$ cat config.mk
export PLATFORM = sky130hd
export DESIGN_NAME = alu_ctrl_mdu_flat
export DESIGN_NICKNAME = d
export VERILOG_FILES = /design/src/rtl/alu_ctrl_mdu_pkg.sv /design/src/rtl/alu_ctrl_mdu_if.sv /design/src/rtl/alu_ctrl_mdu_iter.sv /design/src/rtl/alu_ctrl_mdu.sv /design/src/flat_wrapper.sv
export SDC_FILE = /design/constraint.sdc
export NUM_CORES = 1
export LEC_CHECK = 0
export CAP_MARGIN = 15
export CORE_AREA = 2 2 188 190
export CTS_BUF_LIST = sky130_fd_sc_hd__clkbuf_2
export CTS_CLUSTER_DIAMETER = 100
export CTS_CLUSTER_SIZE = 40
export DETAILED_ROUTE_END_ITERATION = 7
export DIE_AREA = 0 0 190 192
export PLACE_DENSITY = 0.66
export SLEW_MARGIN = 0
export SYNTH_ARGS = -nofsm -noshare
export SYNTH_HDL_FRONTEND = slang
export SYNTH_SLANG_ARGS = --single-unit
$ cat constraint.sdc
create_clock -name clk -period 4 [get_ports clk]
set_input_delay 0.8 -clock clk [delete_from_list [all_inputs] [get_ports clk]]
set_output_delay 0.8 -clock clk [all_outputs]
set_load 0.02 [all_outputs]
$ cat src/rtl/alu_ctrl_mdu_pkg.sv
// alu_ctrl_mdu_pkg: ALUOp/funct encodings, ALUControl codes and MDU state type
package alu_ctrl_mdu_pkg;
  localparam logic [1:0] OP_MEM = 2'b00, OP_BEQ = 2'b01, OP_R = 2'b10, OP_ORI = 2'b11;
  localparam logic [5:0] F_ADD = 6'b100000, F_ADDU = 6'b100001, F_SUB = 6'b100010,
    F_SUBU = 6'b100011, F_AND = 6'b100100, F_OR = 6'b100101, F_XOR = 6'b100110,
    F_NOR = 6'b100111, F_SLT = 6'b101010, F_SLTU = 6'b101011, F_SLL = 6'b000000,
    F_SRL = 6'b000010, F_SRA = 6'b000011, F_MFHI = 6'b010000, F_MTHI = 6'b010001,
    F_MFLO = 6'b010010, F_MTLO = 6'b010011, F_MULT = 6'b011000, F_MULTU = 6'b011001,
    F_DIV = 6'b011010, F_DIVU = 6'b011011;
  localparam logic [3:0] C_AND = 4'b0000, C_OR = 4'b0001, C_ADD = 4'b0010, C_XOR = 4'b0011,
    C_NOR = 4'b0100, C_SLL = 4'b0101, C_SUB = 4'b0110, C_SLT = 4'b0111, C_SRL = 4'b1000,
    C_SRA = 4'b1001, C_SLTU = 4'b1010, C_MDRD = 4'b1011, C_NOP = 4'b1111;
  typedef enum logic [1:0] {S_IDLE, S_ITER, S_FIX} mdu_state_t;
  // HI/LO access is 0100xx, mult/div is 0110xx
  function automatic logic is_md(input logic [5:0] f);
    return f[5:4] == 2'b01 && f[2] == 1'b0;
  endfunction
endpackage

$ cat src/rtl/alu_ctrl_mdu_if.sv
// alu_ctrl_mdu_if: EX-stage bus between pipeline and ALU control / MDU
interface alu_ctrl_mdu_if #(parameter int WIDTH = 32);
  logic             valid_in, flush, illegal, stall, busy, done;
  logic [1:0]       ALUOp;
  logic [5:0]       funct;
  logic [3:0]       ALUControl;
  logic [WIDTH-1:0] src_a, src_b, md_rdata;
  modport master(output valid_in, flush, ALUOp, funct, src_a, src_b,
                 input ALUControl, illegal, md_rdata, stall, busy, done);
  modport slave(input valid_in, flush, ALUOp, funct, src_a, src_b,
                output ALUControl, illegal, md_rdata, stall, busy, done);
endinterface

$ cat src/rtl/alu_ctrl_mdu_iter.sv
// alu_ctrl_mdu_iter: iterative shift-add multiply / restoring divide with sign fix-up
module alu_ctrl_mdu_iter
  import alu_ctrl_mdu_pkg::*;
#(
  parameter int WIDTH = 32,
  parameter int CNT_W = 6
) (
  input  logic             clk,
  input  logic             rst_n,
  input  logic             i_start,
  input  logic             i_abort,
  input  logic             i_div,
  input  logic             i_sgn,
  input  logic [WIDTH-1:0] i_a,
  input  logic [WIDTH-1:0] i_b,
  output logic             o_busy,
  output logic             o_done,
  output logic             o_wr,
  output logic [WIDTH-1:0] o_hi,
  output logic [WIDTH-1:0] o_lo
);
  mdu_state_t         r_state;
  logic [CNT_W-1:0]   r_cnt;
  logic [2*WIDTH-1:0] r_p, w_step, w_res;
  logic [WIDTH-1:0]   r_m, r_a, w_ma, w_mb, w_hm, w_lm;
  logic [WIDTH:0]     w_sum, w_t, w_diff;
  logic               r_div, r_nq, r_nr, r_dz, r_done;
  assign w_ma   = (i_sgn & i_a[WIDTH-1]) ? -i_a : i_a;
  assign w_mb   = (i_sgn & i_b[WIDTH-1]) ? -i_b : i_b;
  assign w_sum  = {1'b0, r_p[2*WIDTH-1:WIDTH]} + (r_p[0] ? {1'b0, r_m} : '0);
  assign w_t    = r_p[2*WIDTH-1:WIDTH-1];
  assign w_diff = w_t - {1'b0, r_m};
  // r_p holds {acc, multiplier} for mult and {remainder, dividend/quotient} for div
  assign w_step = !r_div ? {w_sum, r_p[WIDTH-1:1]}
                : w_diff[WIDTH] ? {w_t[WIDTH-1:0], r_p[WIDTH-2:0], 1'b0}
                : {w_diff[WIDTH-1:0], r_p[WIDTH-2:0], 1'b1};
  assign w_hm   = r_p[2*WIDTH-1:WIDTH];
  assign w_lm   = r_p[WIDTH-1:0];
  assign w_res  = r_dz ? {r_a, {WIDTH{1'b1}}}
                : r_div ? {r_nr ? -w_hm : w_hm, r_nq ? -w_lm : w_lm}
                : r_nq ? -r_p : r_p;
  assign o_hi   = w_res[2*WIDTH-1:WIDTH];
  assign o_lo   = w_res[WIDTH-1:0];
  assign o_wr   = (r_state == S_FIX) & ~i_abort;
  assign o_busy = r_state != S_IDLE;
  assign o_done = r_done;
  always_ff @(posedge clk or negedge rst_n) begin
    if (!rst_n) begin
      r_state <= S_IDLE;
      r_cnt   <= '0;
      r_p     <= '0;
      r_m     <= '0;
      r_a     <= '0;
      r_div   <= 1'b0;
      r_nq    <= 1'b0;
      r_nr    <= 1'b0;
      r_dz    <= 1'b0;
      r_done  <= 1'b0;
    end else begin
      r_done <= o_wr;
      if (r_state != S_IDLE && i_abort) begin
        r_state <= S_IDLE;
        r_cnt   <= '0;
      end else if (r_state == S_IDLE && i_start) begin
        r_state <= S_ITER;
        r_cnt   <= '0;
        r_p     <= {{WIDTH{1'b0}}, w_ma};
        r_m     <= w_mb;
        r_a     <= i_a;
        r_div   <= i_div;
        r_dz    <= i_div & (i_b == '0);
        r_nq    <= i_sgn & (i_a[WIDTH-1] ^ i_b[WIDTH-1]);
        r_nr    <= i_sgn & i_a[WIDTH-1];
      end else if (r_state == S_ITER) begin
        r_p   <= w_step;
        r_cnt <= r_cnt + 1'b1;
        if (r_cnt == CNT_W'(WIDTH - 1)) begin
          r_state <= S_FIX;
          r_cnt   <= '0;
        end
      end else if (r_state == S_FIX) begin
        r_state <= S_IDLE;
      end
    end
  end
endmodule

$ cat src/rtl/alu_ctrl_mdu.sv
// alu_ctrl_mdu: ALUControl decode, HI/LO registers and MDU accept/stall/flush gating
module alu_ctrl_mdu
  import alu_ctrl_mdu_pkg::*;
#(
  parameter int WIDTH = 32,
  parameter int CNT_W = 6
) (
  input  logic          clk,
  input  logic          rst_n,
  alu_ctrl_mdu_if.slave io_bus
);
  logic             w_rtype, w_md, w_go, w_start, w_wr, w_busy, w_ill;
  logic [3:0]       w_code;
  logic [WIDTH-1:0] r_hi, r_lo, w_res_hi, w_res_lo;
  assign w_rtype  = io_bus.ALUOp == OP_R;
  assign w_md     = w_rtype & is_md(io_bus.funct);
  assign w_go     = io_bus.valid_in & ~io_bus.flush & ~io_bus.stall;
  assign w_start  = w_go & w_md & io_bus.funct[3];
  assign io_bus.stall      = io_bus.valid_in & w_busy & w_md;
  assign io_bus.busy       = w_busy;
  assign io_bus.ALUControl = w_code;
  assign io_bus.illegal    = w_ill;
  assign io_bus.md_rdata   = (w_rtype && io_bus.funct == F_MFHI) ? r_hi
                           : (w_rtype && io_bus.funct == F_MFLO) ? r_lo : '0;
  always_comb begin
    w_code = C_AND;
    w_ill  = 1'b0;
    case (io_bus.ALUOp)
      OP_MEM:  w_code = C_ADD;
      OP_BEQ:  w_code = C_SUB;
      OP_ORI:  w_code = C_OR;
      default:
        case (io_bus.funct)
          F_ADD, F_ADDU:                           w_code = C_ADD;
          F_SUB, F_SUBU:                           w_code = C_SUB;
          F_AND:                                   w_code = C_AND;
          F_OR:                                    w_code = C_OR;
          F_XOR:                                   w_code = C_XOR;
          F_NOR:                                   w_code = C_NOR;
          F_SLT:                                   w_code = C_SLT;
          F_SLTU:                                  w_code = C_SLTU;
          F_SLL:                                   w_code = C_SLL;
          F_SRL:                                   w_code = C_SRL;
          F_SRA:                                   w_code = C_SRA;
          F_MFHI, F_MFLO:                          w_code = C_MDRD;
          F_MTHI, F_MTLO, F_MULT, F_MULTU, F_DIV, F_DIVU: w_code = C_NOP;
          default:                                 w_ill  = 1'b1;
        endcase
    endcase
  end
  always_ff @(posedge clk or negedge rst_n) begin
    if (!rst_n) begin
      r_hi <= '0;
      r_lo <= '0;
    end else if (w_wr) begin
      r_hi <= w_res_hi;
      r_lo <= w_res_lo;
    end else if (w_go && w_rtype && io_bus.funct == F_MTHI) begin
      r_hi <= io_bus.src_a;
    end else if (w_go && w_rtype && io_bus.funct == F_MTLO) begin
      r_lo <= io_bus.src_a;
    end
  end
  alu_ctrl_mdu_iter #(.WIDTH(WIDTH), .CNT_W(CNT_W)) u_iter (
    .clk    (clk),
    .rst_n  (rst_n),
    .i_start(w_start),
    .i_abort(io_bus.flush),
    .i_div  (io_bus.funct[1]),
    .i_sgn  (~io_bus.funct[0]),
    .i_a    (io_bus.src_a),
    .i_b    (io_bus.src_b),
    .o_busy (w_busy),
    .o_done (io_bus.done),
    .o_wr   (w_wr),
    .o_hi   (w_res_hi),
    .o_lo   (w_res_lo)
  );
endmodule

$ cat src/flat_wrapper.sv
// flat-port wrapper written by rule: the top's interface ports become plain ports
module alu_ctrl_mdu_flat import alu_ctrl_mdu_pkg::*;
#(
  parameter int WIDTH = 32,
  parameter int CNT_W = 6
)
  (clk, rst_n, io_bus_valid_in, io_bus_flush, io_bus_ALUOp, io_bus_funct, io_bus_src_a, io_bus_src_b, io_bus_ALUControl, io_bus_illegal, io_bus_md_rdata, io_bus_stall, io_bus_busy, io_bus_done);
  alu_ctrl_mdu_if #(.WIDTH(WIDTH)) io_bus_i ();
  input  logic clk;
  input  logic rst_n;
  input wire logic [$bits(io_bus_i.valid_in)-1:0] io_bus_valid_in;
  input wire logic [$bits(io_bus_i.flush)-1:0] io_bus_flush;
  input wire logic [$bits(io_bus_i.ALUOp)-1:0] io_bus_ALUOp;
  input wire logic [$bits(io_bus_i.funct)-1:0] io_bus_funct;
  input wire logic [$bits(io_bus_i.src_a)-1:0] io_bus_src_a;
  input wire logic [$bits(io_bus_i.src_b)-1:0] io_bus_src_b;
  output wire logic [$bits(io_bus_i.ALUControl)-1:0] io_bus_ALUControl;
  output wire logic [$bits(io_bus_i.illegal)-1:0] io_bus_illegal;
  output wire logic [$bits(io_bus_i.md_rdata)-1:0] io_bus_md_rdata;
  output wire logic [$bits(io_bus_i.stall)-1:0] io_bus_stall;
  output wire logic [$bits(io_bus_i.busy)-1:0] io_bus_busy;
  output wire logic [$bits(io_bus_i.done)-1:0] io_bus_done;
  assign io_bus_i.valid_in = io_bus_valid_in;
  assign io_bus_i.flush = io_bus_flush;
  assign io_bus_i.ALUOp = io_bus_ALUOp;
  assign io_bus_i.funct = io_bus_funct;
  assign io_bus_i.src_a = io_bus_src_a;
  assign io_bus_i.src_b = io_bus_src_b;
  assign io_bus_ALUControl = io_bus_i.ALUControl;
  assign io_bus_illegal = io_bus_i.illegal;
  assign io_bus_md_rdata = io_bus_i.md_rdata;
  assign io_bus_stall = io_bus_i.stall;
  assign io_bus_busy = io_bus_i.busy;
  assign io_bus_done = io_bus_i.done;
  alu_ctrl_mdu #(.WIDTH(WIDTH), .CNT_W(CNT_W)) u_core (.clk(clk), .rst_n(rst_n), .io_bus(io_bus_i));
endmodule
Yosys cells after proc, flatten, opt, wreduce, memory -nomap -nowiden. Index checks and enable logic that the tools add are counted.

Register bits: 205. Output and inout port bits: 40. Word-level logic and storage cells: 127.

Add/sub/neg operators: 8. Equality and inequality tests: 29. Mux-type cells: 32. Bitwise logic cells: 18. Reductions and logical operators: 28.

Operators with widths (count): $mux W64 (7); $mux W32 (12); $neg A32 Y32 (4); $neg A64 Y64 (1); $eq A6 B6 Y1 const B (10); $eq A6 B5 Y1 const B (9); $pmux W4 S12 (1); $add A32 B32 Y33 (1); $sub A33 B32 Y33 (1); $logic_not A32 Y1 (1); $mux W6 (4); $reduce_or A21 Y1 (1); $and A1 B1 Y1 (12); $eq A6 B2 Y1 const B (2); $pmux W4 S3 (1); $mux W2 (5); $logic_and A1 B1 Y1 (8); $reduce_and A2 Y1 (4); $reduce_bool A2 Y1 (4); $add A6 B1 Y6 const B (1); $eq A2 B1 Y1 const B (3); $eq A2 B2 Y1 const B (3); $logic_not A6 Y1 (1); $reduce_or A2 Y1 (3); other kinds (10) (16).

Longest topological paths before layout.
Depth after elaboration: 11. Mapped depth: 14. Mapped depth without buffers: 13.

Hierarchy. From an unflattened synthesis, not the netlist that was laid out.

Cell total of the unflattened synthesis: 2118. Area, all modules: 17232.8 µm².

Modules (own cells, without submodules): alu_ctrl_mdu_iter (times used 1, cells each 1781, area each 13435.4 µm²); alu_ctrl_mdu (times used 1, cells each 337, area each 3797.4 µm²).

Worst setup path after synthesis. Ideal clock, no wire load.

Path type: input -> output. From: input io_bus_funct[1]. To: output io_bus_illegal. Arrival: 2714 ps. Data required time: 3200 ps. Setup slack: 486 ps. Cell stages on the path: 5. Cells stage by stage: clkbuf_1 buf_1 o221a_2 o22ai_1 a2111oi_0.

Longest elaborated chain between the ends: 4. Elaborated cells between the ends (all ways): 24.

Ends and longest elaborated chain: from (decl) (RTL line flat_wrapper.sv:14) `input wire logic [$bits(io_bus_i.funct)-1:0] io_bus_funct;`; $eq A6 B6 Y1, or another cell as far along (RTL line alu_ctrl_mdu.sv:33) `case (io_bus.funct)`; $reduce_or A21 Y1 (no source line) *; $mux W1 * (RTL line alu_ctrl_mdu.sv:33); $mux W1 * (RTL line alu_ctrl_mdu.sv:28) `case (io_bus.ALUOp)`; to (decl) (RTL line flat_wrapper.sv:18) `output wire logic [$bits(io_bus_i.illegal)-1:0] io_bus_illegal;`.

Every way passes the cells marked *; elsewhere a longest branch is shown, timed or not.

Worst setup path in the final report.
From: input io_bus_funct[5]. To: output io_bus_ALUControl[0].

Longest elaborated chain between the ends: 4. Elaborated cells between the ends (all ways): 26.

Ends and longest elaborated chain: $eq A6 B5 Y1 / $eq A6 B6 Y1 (equally long branches) (RTL line alu_ctrl_mdu.sv:33); $reduce_or A6 Y1 / $reduce_or A2 Y1 (equally long branches); $pmux W4 S12 * (RTL line alu_ctrl_mdu.sv:33); $pmux W4 S3 * (RTL line alu_ctrl_mdu.sv:28); to (decl) (RTL line flat_wrapper.sv:17) `output wire logic [$bits(io_bus_i.ALUControl)-1:0] io_bus_ALUControl;`.

Marks and branches as above.

==> results.py <==
metrics = {
    "worst_setup_path": {
        "critPathMaxStageDelay_ns": 0.60,
        "critPathKind": "in -> out",
        "critPathBufInv": 2,
        "required_ns": 3.20,
        "cpMaxStageDelayCell": "clkdlybuf4s50_1",
        "critPathCaptureType": "output port",
        "cp_common_cell": "clkdlybuf4s50_1",
        "cp_max_fo": 6,
        "cp-start-kind": "input pin",
        "crit_chain": "clkdlybuf4s50_1 > nor2b_2 > nand2_1 > nor3b_1 > a21oi_1 > o22ai_1 > o21a_1 > clkdlybuf4s50_1",
        "path_delay_family": "buffers and inverters",
        "cp.arrival_ns": 2.99,
    },
    "grt": {
        "track_usage_pct": 30.7,
        "grt_pass1_vias": 16100,
        "antenna_found_initial": 2,
        "grt_max_degree": 155,
        "grt_pass1_wl_mm": 89.2,
        "overflow": 0,
    },
    "sta": {
        "finalWorstSetupSlack_ns": 0.205,
        "setup_viol": 0,
        "clock_skew_ns": 0.144,
        "finalMaxSlewViolations": 0,
        "grt_setup_unrepaired": "false",
        "timing.setup.tns_ns": 0,
        "finalHoldViolations": 0,
        "fmax_mhz": 264,
        "min_period_over_period_pct": 94.9,
        "slew_headroom_pct": 37.7,
        "worst_slew_pin_slew_ns": 0.934,
        "period_needed_ns": 3.79,
    },
    "power": {
        "power.density_nw_per_um2": 254,
        "p_leak_nw": 9.16,
        "vdd_drop_max_mv": 0.192,
        "internal_power_w": 0.00304,
        "switchingPower_w": 0.00186,
        "pwr-share-clk_pct": 18.3,
        "sequentialPowerShare_pct": 49.7,
        "p_sw_share_pct": 37.9,
        "comb_power_share_pct": 32.1,
    },
    "synth": {
        "avgSynthCellArea_um2": 7.78,
        "synth_most_common_cell": "nand2_1",
        "ys_seq_area_share_pct": 30.1,
        "synth-edff-count": 0,
        "syn_inst": 2191,
        "synth.top_cell.area_share_pct": 30.1,
        "yosys_warnings": 0,
        "netlist_area_um2": 17100,
        "yosys.area.top_type": "dfrtp_1",
        "synth_top_cells_by_count": "379 x nand2_1, 205 x dfrtp_1, 198 x o21ai_0, 156 x nor2_1, 126 x clkbuf_1",
        "ys_seq_elements": 205,
        "synthArstFlopShare_pct": 100,
        "syn-num-nets": 2338,
        "synth_cell_types": 82,
        "synth_flop_cell": "dfrtp_1",
        "synth.top_cells.by_area": "dfrtp_1 30%, nand2_1 8.3%, o21ai_0 5.8%",
    },
    "layout": {
        "fillCellCount": 3263,
        "area_growth_pct": 13.1,
        "register_area_um2": 5130,
        "drive_gt1_share_pct": 6.57,
        "layoutNonFillerInstCount": 2726,
        "post-route-util_pct": 56.2,
        "finish.instance_area_um2": 19300,
        "layout.nets": 2412,
        "multi_input_area_um2": 11100,
    },
    "route": {
        "post_drt_wl_per_cell_um": 20.8,
        "drc_errors": 0,
        "routed_wl_mm": 56.7,
        "antenna_left": 0,
        "vias": 16800,
        "dr.pass1.iters": 6,
        "first_iter_violations": 1537,
        "avgViaCountPerCell": 6.16,
    },
    "placement": {
        "gp_congestion": 0.965,
        "place_inst": 2703,
        "portBuffers": 115,
        "pre_cts_ws_ns": 0.0338,
        "postPlaceCellArea_um2": 19000,
        "hpwlAfterDp_mm": 42.0,
    },
    "cts": {
        "clock_path_buffers": 3,
        "clkLatencyLatePin_ns": 0.99,
        "cts_buffers": 12,
        "cts.sinks": 205,
        "clkTransAtPathRegs_ns": 0.57,
        "cts_tree": "yes",
        "cts-root-buf": "clkbuf_2",
        "htreeDepth": 1,
    },
    "die": {
        "die_area_um2": 36500,
        "core_um2": 34300,
        "io_pins": 116,
        "core.rowCount": 68,
        "initial_utilization_pct": 49.7,
        "die_width_um": 190,
        "fp.dieH_um": 192,
    },
    "outcome": {
        "outcome": "finished clean",
    },
    "flow_run": {
        "maxCapViolCount": 0,
    },
    "hold_path": {
        "hold_path_class": "in -> async",
    },
}
## placed cells by master (no fill, tap or decap), types with 13 or more instances in the layout
cell type,n
o211ai_1,22
ha_1,69
nor3_1,44
nor2b_1,14
xor2_1,71
nor4_1,22
and2_1,16
buf_4,89
and3_1,24
clkbuf_2,14
o21a_1,18
a21oi_1,122
nand2_1,377
o21ai_0,198
a21o_1,25
a22o_1,33
nor2_1,155
nand4_1,15
dlymetal6s2s_1,33
nand2b_1,35
mux2i_1,84
a22oi_1,33
dfrtp_1,204
or4_1,13
clkdlybuf4s50_1,81
nand3_1,38
inv_1,57
o31ai_1,25
a31oi_1,29
or3_1,21
a32oi_1,15
xnor2_1,96
## metrics by stage
| step | total power [W] | hold slack (ns) |
|---|---|---|
| 5_1_grt | 0.00516 | 0.395 |
| 4_1_cts | 0.00489 | 0.387 |
| 3_5_place_dp | 0.00400 | 0.448 |
| 6_report | 0.00490 | 0.423 |
| 2_1_floorplan | 0.00342 | 0.430 |
| 3_3_place_gp | 0.00398 | 0.441 |
## per-layer routing
layer  part of all wire, %  GRT usage, %  vias up
met4                   5.0          14.0        0
li1                      -             -     7969
met5                     0             0        -
met1                    43          41.5     8051
met3                   6.6          3.49      135
met2                    45          49.5      634
## what timing repair did
action,CTS,global route
endpoints found under the hold margin,89,0
gates resized for setup,0,38
setup buffers,0,1
setup endpoints to repair,0,34
hold buffers,1,0
## path summary, 6_finish.rpt
kind / startpoint / end / slack (ns) / depth (start not counted)
hold reg to reg: u_core.u_iter.r_a[11]$_DFFE_PN0P_ / u_core.r_hi[11]$_DFFE_PN0P_ / 0.49 / 2
max in group asynchronous: rst_n / u_core.u_iter.r_p[20]$_DFFE_PN0P_ / 2.64 / 3
min in group clk: io_bus_src_a[29] / u_core.u_iter.r_a[29]$_DFFE_PN0P_ / 0.43 / 3
setup reg to reg: u_core.u_iter.r_p[0]$_DFFE_PN0P_ / u_core.u_iter.r_p[56]$_DFFE_PN0P_ / 0.40 / 13
hold / removal: rst_n / u_core.r_lo[13]$_DFFE_PN0P_ / 0.42 / 2
setup / recovery: io_bus_funct[5] / io_bus_ALUControl[0] / 0.21 / 8
## layout make-up
class,instances,share of cell area (%)
sequential,205,26.6
inverter,60,1.17
antenna,2,0.0260
clock buffer,14,0.363
multi-input combinational,1773,57.7
clock inverter,4,0.376
tap,455,2.95
timing repair buffer,213,10.8
## power groups by stage
stage	sequential, W	combinational (W)	clock [W]
3_5_place_dp	0.00245	0.00155	0
3_3_place_gp	0.00245	0.00153	0
4_1_cts	0.00243	0.00156	0.000910
2_1_floorplan	0.00235	0.00107	0
6_report	0.00243	0.00157	0.000895
5_1_grt	0.00245	0.00173	0.000972
## registers in the layout, indices dropped and copies added (netlist names)
name and count:
u_core.r_hi 32, u_core.r_lo 32, u_core.u_iter.o_done 1, u_core.u_iter.r_a 32
u_core.u_iter.r_cnt 6, u_core.u_iter.r_div 1, u_core.u_iter.r_dz 1, u_core.u_iter.r_m 32
u_core.u_iter.r_nq 1, u_core.u_iter.r_nr 1, u_core.u_iter.r_p 64, u_core.u_iter.r_state 2
## kinds of logic after synthesis
logic type,Yosys count,share of synthesized area [%]
buffers and inverters,213,4.94
AND/OR/NAND/NOR,822,22.5
adder cells (fa/ha/maj),71,5.30
AO/OA/AOI/OAI,628,23.6
flip-flops,205,30.1
multiplexers,85,5.00
XOR/XNOR,167,8.58
No activity file was read; power rests on OpenSTA's default activity.
